--- config.mk ---
export PLATFORM = sky130hd
export DESIGN_NAME = pulp_sync_wedge_tx
export DESIGN_NICKNAME = d
export VERILOG_FILES = /design/src/rtl/pulp_sync_wedge_pkg.sv /design/src/rtl/pulp_sync_wedge_tx.sv
export SDC_FILE = /design/constraint.sdc
export NUM_CORES = 1
export LEC_CHECK = 0
export CAP_MARGIN = 20
export CORE_AREA = 2 2 39 41
export CTS_BUF_LIST = sky130_fd_sc_hd__clkbuf_8
export CTS_CLUSTER_DIAMETER = 30
export DETAILED_ROUTE_END_ITERATION = 12
export DIE_AREA = 0 0 41 43
export PLACE_DENSITY = 0.7
export SLEW_MARGIN = 20
export SYNTH_ARGS = -nofsm -noshare
export SYNTH_HDL_FRONTEND = slang
export SYNTH_SLANG_ARGS = --single-unit
--- constraint.sdc ---
create_clock -name clk_i -period 1.8 [get_ports clk_i]
set_clock_uncertainty 0.1 [all_clocks]
set_input_delay 0.18 -clock clk_i [delete_from_list [all_inputs] [get_ports clk_i]]
set_output_delay 0.18 -clock clk_i [all_outputs]
set_load 0.1 [all_outputs]
--- src/rtl/pulp_sync_wedge_pkg.sv ---
// Shared types for the sync-wedge edge transmitter: request codes, FSM states
// and the request-to-target-level mapping.
package pulp_sync_wedge_pkg;

  // Request encoding on req_type_i
  typedef enum logic [1:0] {
    SET_LOW  = 2'b00,
    SET_HIGH = 2'b01,
    TOGGLE   = 2'b10,
    PULSE    = 2'b11
  } req_type_e;

  // Transmitter FSM states (prefixed to keep them apart from the request codes)
  typedef enum logic [1:0] {
    ST_IDLE  = 2'b00,
    ST_PULSE = 2'b01,
    ST_HOLD  = 2'b10
  } tx_state_e;

  // Level the line should move to for a given request and current line level
  function automatic logic target_level(input req_type_e req, input logic cur);
    logic lvl;
    case (req)
      SET_LOW:  lvl = 1'b0;
      SET_HIGH: lvl = 1'b1;
      default:  lvl = ~cur;
    endcase
    return lvl;
  endfunction

endpackage

--- src/rtl/pulp_sync_wedge_tx.sv ---
// Serial edge transmitter: drives a registered level onto a single wire and
// holds every new level for HOLD_CYCLES enable ticks so a 3-flop remote
// synchronizer sees each edge. Accepts requests only while idle.
module pulp_sync_wedge_tx
  import pulp_sync_wedge_pkg::*;
#(
  parameter int unsigned HOLD_CYCLES = 4,
  parameter logic        RESET_LEVEL = 1'b0
) (
  input  logic       clk_i,
  input  logic       rst_i,
  input  logic       en_i,
  input  logic       req_valid_i,
  output logic       req_ready_o,
  input  logic [1:0] req_type_i,
  output logic       serial_o,
  output logic       r_edge_o,
  output logic       f_edge_o,
  output logic       busy_o
);

  localparam int unsigned     CNT_W    = $clog2(HOLD_CYCLES + 1);
  localparam logic [CNT_W-1:0] CNT_LOAD = CNT_W'(HOLD_CYCLES);
  localparam logic [CNT_W-1:0] CNT_ONE  = CNT_W'(1);

  // Fewer than 3 ticks could slip an edge past the remote 3-flop synchronizer
  generate
    if (HOLD_CYCLES < 3) begin : g_hold_check
      $error("pulp_sync_wedge_tx: HOLD_CYCLES must be >= 3");
    end
  endgenerate

  tx_state_e        r_state;
  tx_state_e        w_state_nxt;
  logic [CNT_W-1:0] r_cnt;
  logic [CNT_W-1:0] w_cnt_nxt;
  logic             r_serial;
  logic             w_serial_nxt;
  logic             r_rise;
  logic             r_fall;
  req_type_e        w_req_type;
  logic             w_target;
  logic             w_expire;

  assign w_req_type = req_type_e'(req_type_i);
  assign w_target   = target_level(w_req_type, r_serial);
  assign w_expire   = en_i && (r_cnt == CNT_ONE);

  // Ready depends on state only, so there is no valid->ready combinational path
  assign req_ready_o = (r_state == ST_IDLE);
  assign busy_o      = (r_state != ST_IDLE);
  assign serial_o    = r_serial;
  assign r_edge_o    = r_rise;
  assign f_edge_o    = r_fall;

  // Next-state, next-level and hold-counter logic
  always_comb begin
    w_state_nxt  = r_state;
    w_cnt_nxt    = r_cnt;
    w_serial_nxt = r_serial;
    case (r_state)
      ST_IDLE: begin
        // A request for the level already on the wire is consumed silently
        if (req_valid_i && (w_target != r_serial)) begin
          w_serial_nxt = w_target;
          w_cnt_nxt    = CNT_LOAD;
          w_state_nxt  = (w_req_type == PULSE) ? ST_PULSE : ST_HOLD;
        end
      end
      ST_PULSE: begin
        if (w_expire) begin
          // Second half of the pulse: return to the pre-pulse level and hold it
          w_serial_nxt = ~r_serial;
          w_cnt_nxt    = CNT_LOAD;
          w_state_nxt  = ST_HOLD;
        end else if (en_i) begin
          w_cnt_nxt = r_cnt - CNT_ONE;
        end
      end
      ST_HOLD: begin
        // Counter is >= 1 in this state, so the decrement cannot wrap
        if (en_i) begin
          w_cnt_nxt = r_cnt - CNT_ONE;
        end
        if (w_expire) begin
          w_state_nxt = ST_IDLE;
        end
      end
      default: begin
        w_state_nxt = ST_IDLE;
        w_cnt_nxt   = '0;
      end
    endcase
  end

  // FSM state register
  always_ff @(posedge clk_i or posedge rst_i) begin
    if (rst_i) begin
      r_state <= ST_IDLE;
    end else begin
      r_state <= w_state_nxt;
    end
  end

  // Counter, line flop and edge strobes registered together
  always_ff @(posedge clk_i or posedge rst_i) begin
    if (rst_i) begin
      r_cnt    <= '0;
      r_serial <= RESET_LEVEL;
      r_rise   <= 1'b0;
      r_fall   <= 1'b0;
    end else begin
      r_cnt    <= w_cnt_nxt;
      r_serial <= w_serial_nxt;
      r_rise   <= w_serial_nxt & ~r_serial;
      r_fall   <= ~w_serial_nxt & r_serial;
    end
  end

endmodule

# == Word level (Yosys, flattened, before mapping) ==
# Index checks and enable logic that the tools add are counted.
# word_totals
regBits,8
input_bits,6
wordCells,38
output_inout_bits,5
# op_classes
bitwise,4
n_mux,13
n_eq_ne,9
n_addsub,1
reduce_logical,6
# ops
op,count
$mux W3,3
$pmux W3 S3,1
$mux W2,4
$pmux W2 S3,1
$eq A2 B1 Y1 const B,2
$eq A2 B2 Y1 const B,2
$logic_not A2 Y1,2
$ne A2 B2 Y1 const B,2
$pmux W1 S2,2
$eq A3 B1 Y1 const B,1
$reduce_and A3 Y1,1
$sub A3 B1 Y3 const B,1
$and A1 B1 Y1,2
$logic_and A1 B1 Y1,2
$mux W1,2
$ne A2 B1 Y1 const B,1
$not A1 Y1,2
$reduce_bool A2 Y1,1
$ne A1 B1 Y1,1

# == Depth between registers and ports, before layout ==
# Gate-level depths: netlist of run 1.
# depth
depth_word,8
ltp_mapped,6
ltp_nobuf,5

# == Worst setup path after synthesis of run 1 ==
# Ideal clock, no wire load.
# synth_timing
path_kind,reg2out
from,register r_state[1]
to,output busy_o
t_required_ns,1.520
path_slack_ns,-1.156
n_path_buf,0
t_arrival_ns,2.676
stages_incl_launch_ff,3
path_cell_list,dfrtp_1 > nor2_1 > inv_1
# synth_between
elab_chain_len,1
# synth_lines
element,line_no,rtl
from (decl),pulp_sync_wedge_tx.sv:33,tx_state_e r_state;
from (signal assigned),pulp_sync_wedge_tx.sv:101,r_state <= w_state_nxt;
$reduce_bool A2 Y1,pulp_sync_wedge_tx.sv:51,assign busy_o = (r_state != ST_IDLE);
to (decl),pulp_sync_wedge_tx.sv:19,output logic busy_o
# No other way between the ends.

# == Final worst setup path of run 1 ==
# Ends and elaborated chain as after synthesis.

==> results of run 1 <==
## synthesized netlist by cell type, drive strengths merged
master	number
a21oi	4
o2111a	1
xnor2	1
o2111ai	1
o22ai	3
inv	5
buf	4
nand2	5
nand3b	1
nand4	1
a221oi	1
nand3	1
nor2b	2
nor2	6
and3	1
and3b	1
o21ai	5
nor4bb	1
or3	1
xor2	1
dfrtp	8
o211ai	1
nor3	4
ha	2
mux2i	2
## through the flow
stage	setup slack, ns	hold WS (ns)	cells	util
floorplan	0.0120	-0.104	63	-
global placement	0.322	0.348	86	0.483
detailed placement	0.293	0.354	86	0.483
CTS	0.270	0.103	90	0.515
global route	0.184	0.147	90	0.515
finish	0.268	0.0880	90	0.515
## report_power, final
part           leakage (nW)  internal, mW  total, mW  switching, mW
logic                 0.176         0.264      0.675          0.410
clock network        0.0269         0.148      0.225         0.0764
registers            0.0977         0.245      0.353          0.108
total                 0.301         0.658       1.25          0.594
## area by class of cell
type / count / area share
clock buffer: 3 / 0.0579
clock inverter: 1 / 0.00526
inverter: 5 / 0.0263
multi-input combinational: 46 / 0.414
sequential: 8 / 0.282
tap: 16 / 0.0281
timing repair buffer: 11 / 0.186
## critical path: stages, from the launching register on
cell and delay [ns]:
dfrtp_1 0.53, nor2_4 0.22, inv_1 0.09, buf_12 0.17
## path summary, 6_finish.rpt
path                       startpoint        to  cells past startpoint  slack, ns
hold reg to reg              serial_o  r_edge_o                      1       0.46
hold / removal                  rst_i  f_edge_o                      2       0.09
setup reg to reg             r_cnt[1]  f_edge_o                      5       0.31
min in group clk_i           serial_o  r_edge_o                      1       0.46
max in group asynchronous       rst_i  serial_o                      2       1.26
setup / recovery           r_state[1]    busy_o                      3       0.27
## state kept, by name, summed over array words and instances, names as in the netlist
| signal | cells |
|---|---|
| f_edge_o | 1 |
| r_edge_o | 1 |
| r_cnt | 3 |
| r_state | 2 |
| serial_o | 1 |
## kinds of logic after synthesis
kind of cell	after synthesis
muxes	2
buffers and inverters	9
and+or+nand+nor	24
xor gates and xnor gates	2
adders and majority gates	2
DFF	8
AOI/OAI and AO/OA	16
## metal layers
layer,GRT usage,vias to the layer above,share of wire
li1,-,246,-
met1,0.207,223,0.47
met2,0.203,12,0.47
met3,0.0471,5,0.029
met4,0.120,0,0.033
met5,0,-,0
==> impl_metrics.env, run 1 <==
export IMPL_startpoint_type="flop"
export IMPL_synth_area_leaders="dfrtp_1, ha_1, o21ai_0"
export IMPL_grt_pass1_vias=398
export IMPL_die_width_um=41
export IMPL_antenna_found_initial=0
export IMPL_regArea_sq_um=201
export IMPL_n_fill_cell=133
export IMPL_drive_above_1_share=0.162
export IMPL_path_class="flop to output pin"
export IMPL_drt_wl_total_um=1090
export IMPL_core_sq_um=1380
export IMPL_layout_commonest_cell="dfrtp_1"
export IMPL_ctsHoldBuffers=0
export IMPL_final_cell_mix="dfrtp_1, inv_1"
export IMPL_synth_seq_cells=8
export IMPL_cts_repair_resized=0
export IMPL_synthMuxAreaShare=0.0376
export IMPL_drc=0
export IMPL_nets=83
export IMPL_worst_pin_slew_ns=0.444
export IMPL_yosysTopAreaCell="dfrtp_1"
export IMPL_powerDensity_nw_per_um2=1760
export IMPL_multiInputGateArea_sq_um=295
export IMPL_finalCritPeriodShare=0.851
export IMPL_arrival_ns=1.25
export IMPL_io_buffers=10
export IMPL_report_final_slew_viol_count=0
export IMPL_cts_buffers=3
export IMPL_setup_violations=0
export IMPL_first_pass_iters=4
export IMPL_leakage_nw=0.301
export IMPL_vdd_drop_max_mv=0.601
export IMPL_rows=14
export IMPL_fin_area_sq_um=713
export IMPL_yosys_area_share_adder=0.0469
export IMPL_postSynthCellCount=63
export IMPL_hold_viol_final=0
export IMPL_fmax_mhz=653
export IMPL_grt_ovfl_total=0
export IMPL_synth_warnings=0
export IMPL_clock_path_buffers=2
export IMPL_max_cap_violations=0
export IMPL_start_util=0.385
export IMPL_antenna_left=0
export IMPL_worstSkewPairLatency_ns=0.23
export IMPL_fin_setup_tns_ns=0
export IMPL_cts_sinks=8
export IMPL_min_period_ns=1.53
export IMPL_clk_pin_slew_ns=0.05
export IMPL_pin_count=11
export IMPL_synth_area_per_cell_sq_um=8.46
export IMPL_status="complete, no violations"
export IMPL_path_max_fanout=13
export IMPL_via_per_inst=5.40
export IMPL_grt_max_degree=14
export IMPL_gr_usage_all_layers=0.157
export IMPL_cp_end_kind="output pin"
export IMPL_grt_pass1_wl_um=1770
export IMPL_postPlaceCellArea_sq_um=668
export IMPL_required_ns=1.52
export IMPL_synth_xor_area_share=0.0329
export IMPL_cts_root_buf="clkbuf_8"
export IMPL_synth_simple_area_share=0.235
export IMPL_die_area_sq_um=1760
export IMPL_yosysUniqueCellTypes=26
export IMPL_dp_hpwl_um=816
export IMPL_slew_headroom=0.704
export IMPL_routedWlPerCell_um=12.1
export IMPL_seq_area_frac_synth=0.376
export IMPL_place_congestion=0.760
export IMPL_area_growth_pct=33.8
export IMPL_hp_class="input port to asynchronous set/reset pin"
export IMPL_synth_top_area_share=0.376
export IMPL_num_antenna_cells=0
export IMPL_vias=486
export IMPL_p_total_mw=1.25
export IMPL_rsz0062_at_grt="no"
export IMPL_cts_setup_buffers=0
export IMPL_synth_top_family_by_area="simple AND/OR/NAND/NOR gates"
export IMPL_tritoncts="done"
export IMPL_drt_iter0_drc=16
export IMPL_synth_compound_area_frac=0.188
export IMPL_h_tree_depth=1
export IMPL_die_h_um=43
export IMPL_syn_nets=71
export IMPL_synthesis_area_sq_um=533
(Power assumes the default switching activity.)
==> run 2, diff against run 1 <==
--- a/config.mk
+++ b/config.mk
@@ -7,7 +7,6 @@
 export LEC_CHECK = 0
 export CAP_MARGIN = 20
 export CORE_AREA = 2 2 39 41
-export CTS_BUF_LIST = sky130_fd_sc_hd__clkbuf_8
 export CTS_CLUSTER_DIAMETER = 30
 export DETAILED_ROUTE_END_ITERATION = 12
 export DIE_AREA = 0 0 41 43
==> impl_metrics.env, run 2 (synthesized netlist as in run 1, its figures left out) <==
export IMPL_status="complete, no violations"
export IMPL_grt_max_degree=14
export IMPL_first_pass_iters=4
export IMPL_worst_path_buf_inv=2
export IMPL_cts_buffers=3
export IMPL_largest_register_ff_count=3
export IMPL_vdd_drop_max_mv=0.575
export IMPL_min_period_ns=1.56
export IMPL_rsz0062_at_grt="no"
export IMPL_grt_ovfl_total=0
export IMPL_worst_pin_slew_ns=0.441
export IMPL_postPlaceCellArea_sq_um=668
export IMPL_nets=83
export IMPL_final_cells=90
export IMPL_cts_root_buf="clkbuf_4"
export IMPL_hp_class="input port to asynchronous set/reset pin"
export IMPL_worstSkewPairLatency_ns=0.26
export IMPL_r2r_cells=5
export IMPL_arrival_ns=1.28
export IMPL_vias=484
export IMPL_startpoint_type="flop"
export IMPL_antenna_found_initial=0
export IMPL_fin_setup_tns_ns=0
export IMPL_path_delay_family="flip-flops"
export IMPL_area_growth_pct=30.3
export IMPL_r2r_slack_ns=0.30
export IMPL_clock_path_buffers=2
export IMPL_r2r_start="r_cnt[1]"
export IMPL_layout_commonest_cell="dfrtp_1"
export IMPL_h_tree_depth=1
export IMPL_slew_headroom=0.706
export IMPL_fmax_mhz=642
export IMPL_drt_wl_total_um=1060
export IMPL_via_per_inst=5.38
export IMPL_gr_usage_all_layers=0.151
export IMPL_core_sq_um=1380
export IMPL_largest_register="r_cnt"
export IMPL_fin_area_sq_um=694
export IMPL_crit_chain="nor2_4 > inv_1 > buf_12"
export IMPL_cts_sinks=8
export IMPL_start_util=0.385
export IMPL_io_buffers=10
export IMPL_routedWlPerCell_um=11.8
export IMPL_report_final_slew_viol_count=0
export IMPL_cp_end_kind="output pin"
export IMPL_die_area_sq_um=1760
export IMPL_drive_above_1_share=0.162
export IMPL_grt_pass1_vias=393
export IMPL_cts_repair_resized=0
export IMPL_cts_setup_buffers=0
export IMPL_drt_iter0_drc=14
export IMPL_r2r_end="f_edge_o"
export IMPL_grt_pass1_wl_um=1700
export IMPL_pin_count=11
export IMPL_hold_ws_ns=0.0644
export IMPL_finalCritPeriodShare=0.866
export IMPL_hold_viol_final=0
export IMPL_placed_cells_incl_taps=86
export IMPL_powerDensity_nw_per_um2=1690
export IMPL_antenna_left=0
export IMPL_num_antenna_cells=0
export IMPL_leakage_nw=0.289
export IMPL_cpMaxStageDelayCell="dfrtp_1"
export IMPL_tritoncts="done"
export IMPL_dp_hpwl_um=816
export IMPL_path_max_fanout=13
export IMPL_setup_violations=0
export IMPL_rows=14
export IMPL_die_h_um=43
export IMPL_clk_pin_slew_ns=0.06
export IMPL_largestRegisters="r_cnt x3, r_state x2"
export IMPL_required_ns=1.52
export IMPL_max_cap_violations=0
export IMPL_path_class="flop to output pin"
export IMPL_die_width_um=41
export IMPL_slowest_delay_ns=0.53
export IMPL_ctsHoldBuffers=0
export IMPL_drc=0
export IMPL_place_congestion=0.760
run 2: worst max path at each step:
stage / from / cells past startpoint / slack, ns / endpoint
after floorplan: r_state[1] / 2 / 0.01 / busy_o
after global placement: en_i / 4 / 0.32 / f_edge_o
after detailed placement: en_i / 4 / 0.29 / f_edge_o
after CTS: r_state[0] / 3 / 0.24 / busy_o
after global routing: r_state[1] / 3 / 0.17 / busy_o
final: r_state[1] / 3 / 0.24 / busy_o
run 2: metal layers:
layer,part of all wire,track usage
met3,0.025,0.0471
met4,0.0095,0.120
met5,0,0
met2,0.48,0.191
met1,0.49,0.201
run 2: layout make-up:
type,instances,area [sq um]
Tap cell,16,20.0
Multi-Input combinational cell,46,295
Fill cell,135,689
Clock buffer,4,26.3
Sequential cell,8,201
Inverter,5,18.8
Timing Repair Buffer,11,133
run 2: power breakdown:
part | switching [mW] | total, mW | internal [mW]
Combinational | 0.407 | 0.672 | 0.264
Sequential | 0.108 | 0.352 | 0.244
Clock | 0.0655 | 0.151 | 0.0851
run 2: worst reg2reg max path, stage by stage (launching register included):
cell	delay (ns)
dfrtp_1	0.37
inv_1	0.09
ha_1	0.19
and3b_1	0.28
mux2i_1	0.10
nor4bb_1	0.26
run 2: metrics by stage:
step	setup WS [ns]	total power [mW]	util
after global placement	0.322	1.01	0.483
final	0.242	1.17	0.502
after CTS	0.242	1.18	0.502
after detailed placement	0.293	1.03	0.483
after global routing	0.173	1.25	0.502
after floorplan	0.0120	0.837	-
==> run 3, diff against run 2 <==
--- a/config.mk
+++ b/config.mk
@@ -5,12 +5,13 @@
 export SDC_FILE = /design/constraint.sdc
 export NUM_CORES = 1
 export LEC_CHECK = 0
+export ABC_AREA = 1
 export CAP_MARGIN = 20
 export CORE_AREA = 2 2 39 41
 export CTS_CLUSTER_DIAMETER = 30
 export DETAILED_ROUTE_END_ITERATION = 12
 export DIE_AREA = 0 0 41 43
-export PLACE_DENSITY = 0.7
+export PLACE_DENSITY = 0.71
 export SLEW_MARGIN = 20
 export SYNTH_ARGS = -nofsm -noshare
 export SYNTH_HDL_FRONTEND = slang
==> impl_metrics.env, run 3 <==
export IMPL_internal_power_mw=0.625
export IMPL_path_class="flop to output pin"
export IMPL_cpMaxStageDelayCell="dfrtp_1"
export IMPL_hp_class="input port to asynchronous set/reset pin"
export IMPL_path_max_fanout=5
export IMPL_finalCritPeriodShare=0.821
export IMPL_clk_pin_slew_ns=0.05
export IMPL_synthFlopType="dfrtp_1"
export IMPL_grt_max_degree=9
export IMPL_synth_seq_cells=8
export IMPL_antenna_found_initial=0
export IMPL_p_total_mw=1.39
export IMPL_vdd_drop_max_mv=1.37
export IMPL_async_reset_ff_frac=1.00
export IMPL_synth_top_area_share=0.364
export IMPL_worst_pin_slew_ns=0.305
export IMPL_largest_register="r_cnt"
export IMPL_slowest_delay_ns=0.43
export IMPL_cts_setup_buffers=0
export IMPL_nets=100
export IMPL_synth_area_leaders="dfrtp_1, nand2_1, nand3_1"
export IMPL_arrival_ns=1.20
export IMPL_power_frac_comb=0.664
export IMPL_fmax_mhz=677
export IMPL_gr_usage_all_layers=0.171
export IMPL_core_sq_um=1380
export IMPL_fin_setup_tns_ns=0
export IMPL_drc=0
export IMPL_die_h_um=43
export IMPL_synth_edf_count=0
export IMPL_drt_iter0_drc=7
export IMPL_powerDensity_nw_per_um2=1930
export IMPL_ctsHoldBuffers=0
export IMPL_slew_headroom=0.796
export IMPL_fin_util=0.521
export IMPL_yosys_cell_count_top_type="nand2_1"
export IMPL_leakage_nw=0.387
export IMPL_rows=14
export IMPL_layout_commonest_cell="nand2_1"
export IMPL_switching_share=0.551
export IMPL_postSynthCellCount=77
export IMPL_vias=513
export IMPL_largestRegisters="r_cnt x3, r_state x2"
export IMPL_yosysTopAreaCell="dfrtp_1"
export IMPL_start_util=0.398
export IMPL_cp_end_kind="output pin"
export IMPL_grt_ovfl_total=0
export IMPL_startpoint_type="flop"
export IMPL_tritoncts="done"
export IMPL_drive_above_1_share=0.233
export IMPL_die_width_um=41
export IMPL_crit_chain="inv_2 > nand2_2 > inv_4 > buf_12"
export IMPL_power_frac_seq=0.238
export IMPL_report_final_slew_viol_count=0
export IMPL_final_cell_mix="nand2_1, inv_1, dfrtp_1"
export IMPL_pin_count=11
export IMPL_cts_buffers=3
export IMPL_place_congestion=0.762
export IMPL_synthesis_area_sq_um=551
export IMPL_regArea_sq_um=200
export IMPL_syn_nets=85
export IMPL_seq_area_frac_synth=0.364
export IMPL_synth_warnings=0
export IMPL_cts_sinks=8
export IMPL_n_fill_cell=144
export IMPL_via_per_inst=4.84
export IMPL_fin_area_sq_um=721
export IMPL_routedWlPerCell_um=11.0
export IMPL_cts_root_buf="clkbuf_4"
export IMPL_rsz0062_at_grt="no"
export IMPL_max_cap_violations=0
export IMPL_synth_area_per_cell_sq_um=7.15
export IMPL_grt_pass1_vias=489
export IMPL_num_antenna_cells=0
export IMPL_yosysUniqueCellTypes=18
export IMPL_p_sw_mw=0.767
export IMPL_status="complete, no violations"
export IMPL_h_tree_depth=1
export IMPL_postPlaceCellArea_sq_um=698
export IMPL_first_pass_iters=3
export IMPL_dp_hpwl_um=917
export IMPL_cts_repair_resized=0
export IMPL_largest_register_ff_count=3
export IMPL_synth_common_cells="nand2_1, inv_1, dfrtp_1, nand3_1, inv_2"
export IMPL_grt_pass1_wl_um=1990
export IMPL_hold_viol_final=0
export IMPL_area_growth_pct=30.9
export IMPL_clock_path_buffers=2
export IMPL_p_clk_frac=0.098
export IMPL_io_buffers=10
export IMPL_worstSkewPairLatency_ns=0.25
export IMPL_min_period_ns=1.48
export IMPL_die_area_sq_um=1760
export IMPL_antenna_left=0
export IMPL_drt_wl_total_um=1160
export IMPL_setup_violations=0
export IMPL_multiInputGateArea_sq_um=298
export IMPL_required_ns=1.52
## run 3: routing by layer
| metal | up-vias | track usage | share of wire |
|---|---|---|---|
| met5 | - | 0 | 0 |
| met4 | 0 | 0.100 | 0.019 |
| met3 | 2 | 0.0576 | 0.053 |
| met2 | 14 | 0.266 | 0.52 |
| met1 | 229 | 0.191 | 0.41 |
| li1 | 268 | - | - |
## run 3: worst paths after layout
kind                            start     endpoint  slack [ns]  cells after the start
setup / recovery           r_state[1]  req_ready_o        0.32                      4
hold / removal                  rst_i     f_edge_o        0.07                      2
setup reg to reg             r_cnt[1]     f_edge_o        0.47                      7
hold reg to reg              r_cnt[2]     r_cnt[2]        0.39                      2
max in group asynchronous       rst_i     r_edge_o        1.30                      2
min in group clk_i           r_cnt[2]     r_cnt[2]        0.39                      2
## run 3: power groups by stage
stage / combinational (mW) / sequential, mW / clock (mW)
final: 0.924 / 0.331 / 0.137
after global routing: 0.997 / 0.342 / 0.153
after CTS: 0.934 / 0.332 / 0.142
after detailed placement: 0.930 / 0.334 / 0
after global placement: 0.923 / 0.333 / 0
after floorplan: 0.505 / 0.496 / 0
## run 3: worst max-delay path, delay by kind of cell, from the launching register on
family,cells,cell delay [ns]
flops,1,0.43
buf+inv,3,0.39
simple gates,1,0.12
## run 3: cell type report
type,instances,share of cell area
multi-input cells,55,0.413
flip-flops and latches,8,0.278
clock buffers,3,0.0313
well taps,16,0.0278
inverters,14,0.0764
repair buffers,10,0.174
## run 3: cells by family (layout without fill, tap and decap cells)
logic type | Yosys count | count (layout) | share of synthesized area
AO/OA/AOI/OAI | 4 | 4 | 0.0454
adder cells (fa/ha/maj) | 2 | 2 | 0.0454
flip-flops | 8 | 8 | 0.364
XOR/XNOR | 2 | 2 | 0.0318
AND/OR/NAND/NOR | 47 | 47 | 0.418
buffers and inverters | 14 | 27 | 0.0955
## run 3: per-stage QoR
step                worst slack [ns]  hold WS (ns)  std cells
finish                         0.322        0.0734        106
CTS                            0.305        0.0761        106
global placement               0.326         0.342        103
floorplan                     0.0659        -0.104         77
detailed placement             0.312         0.350        103
global route                   0.241         0.126        106
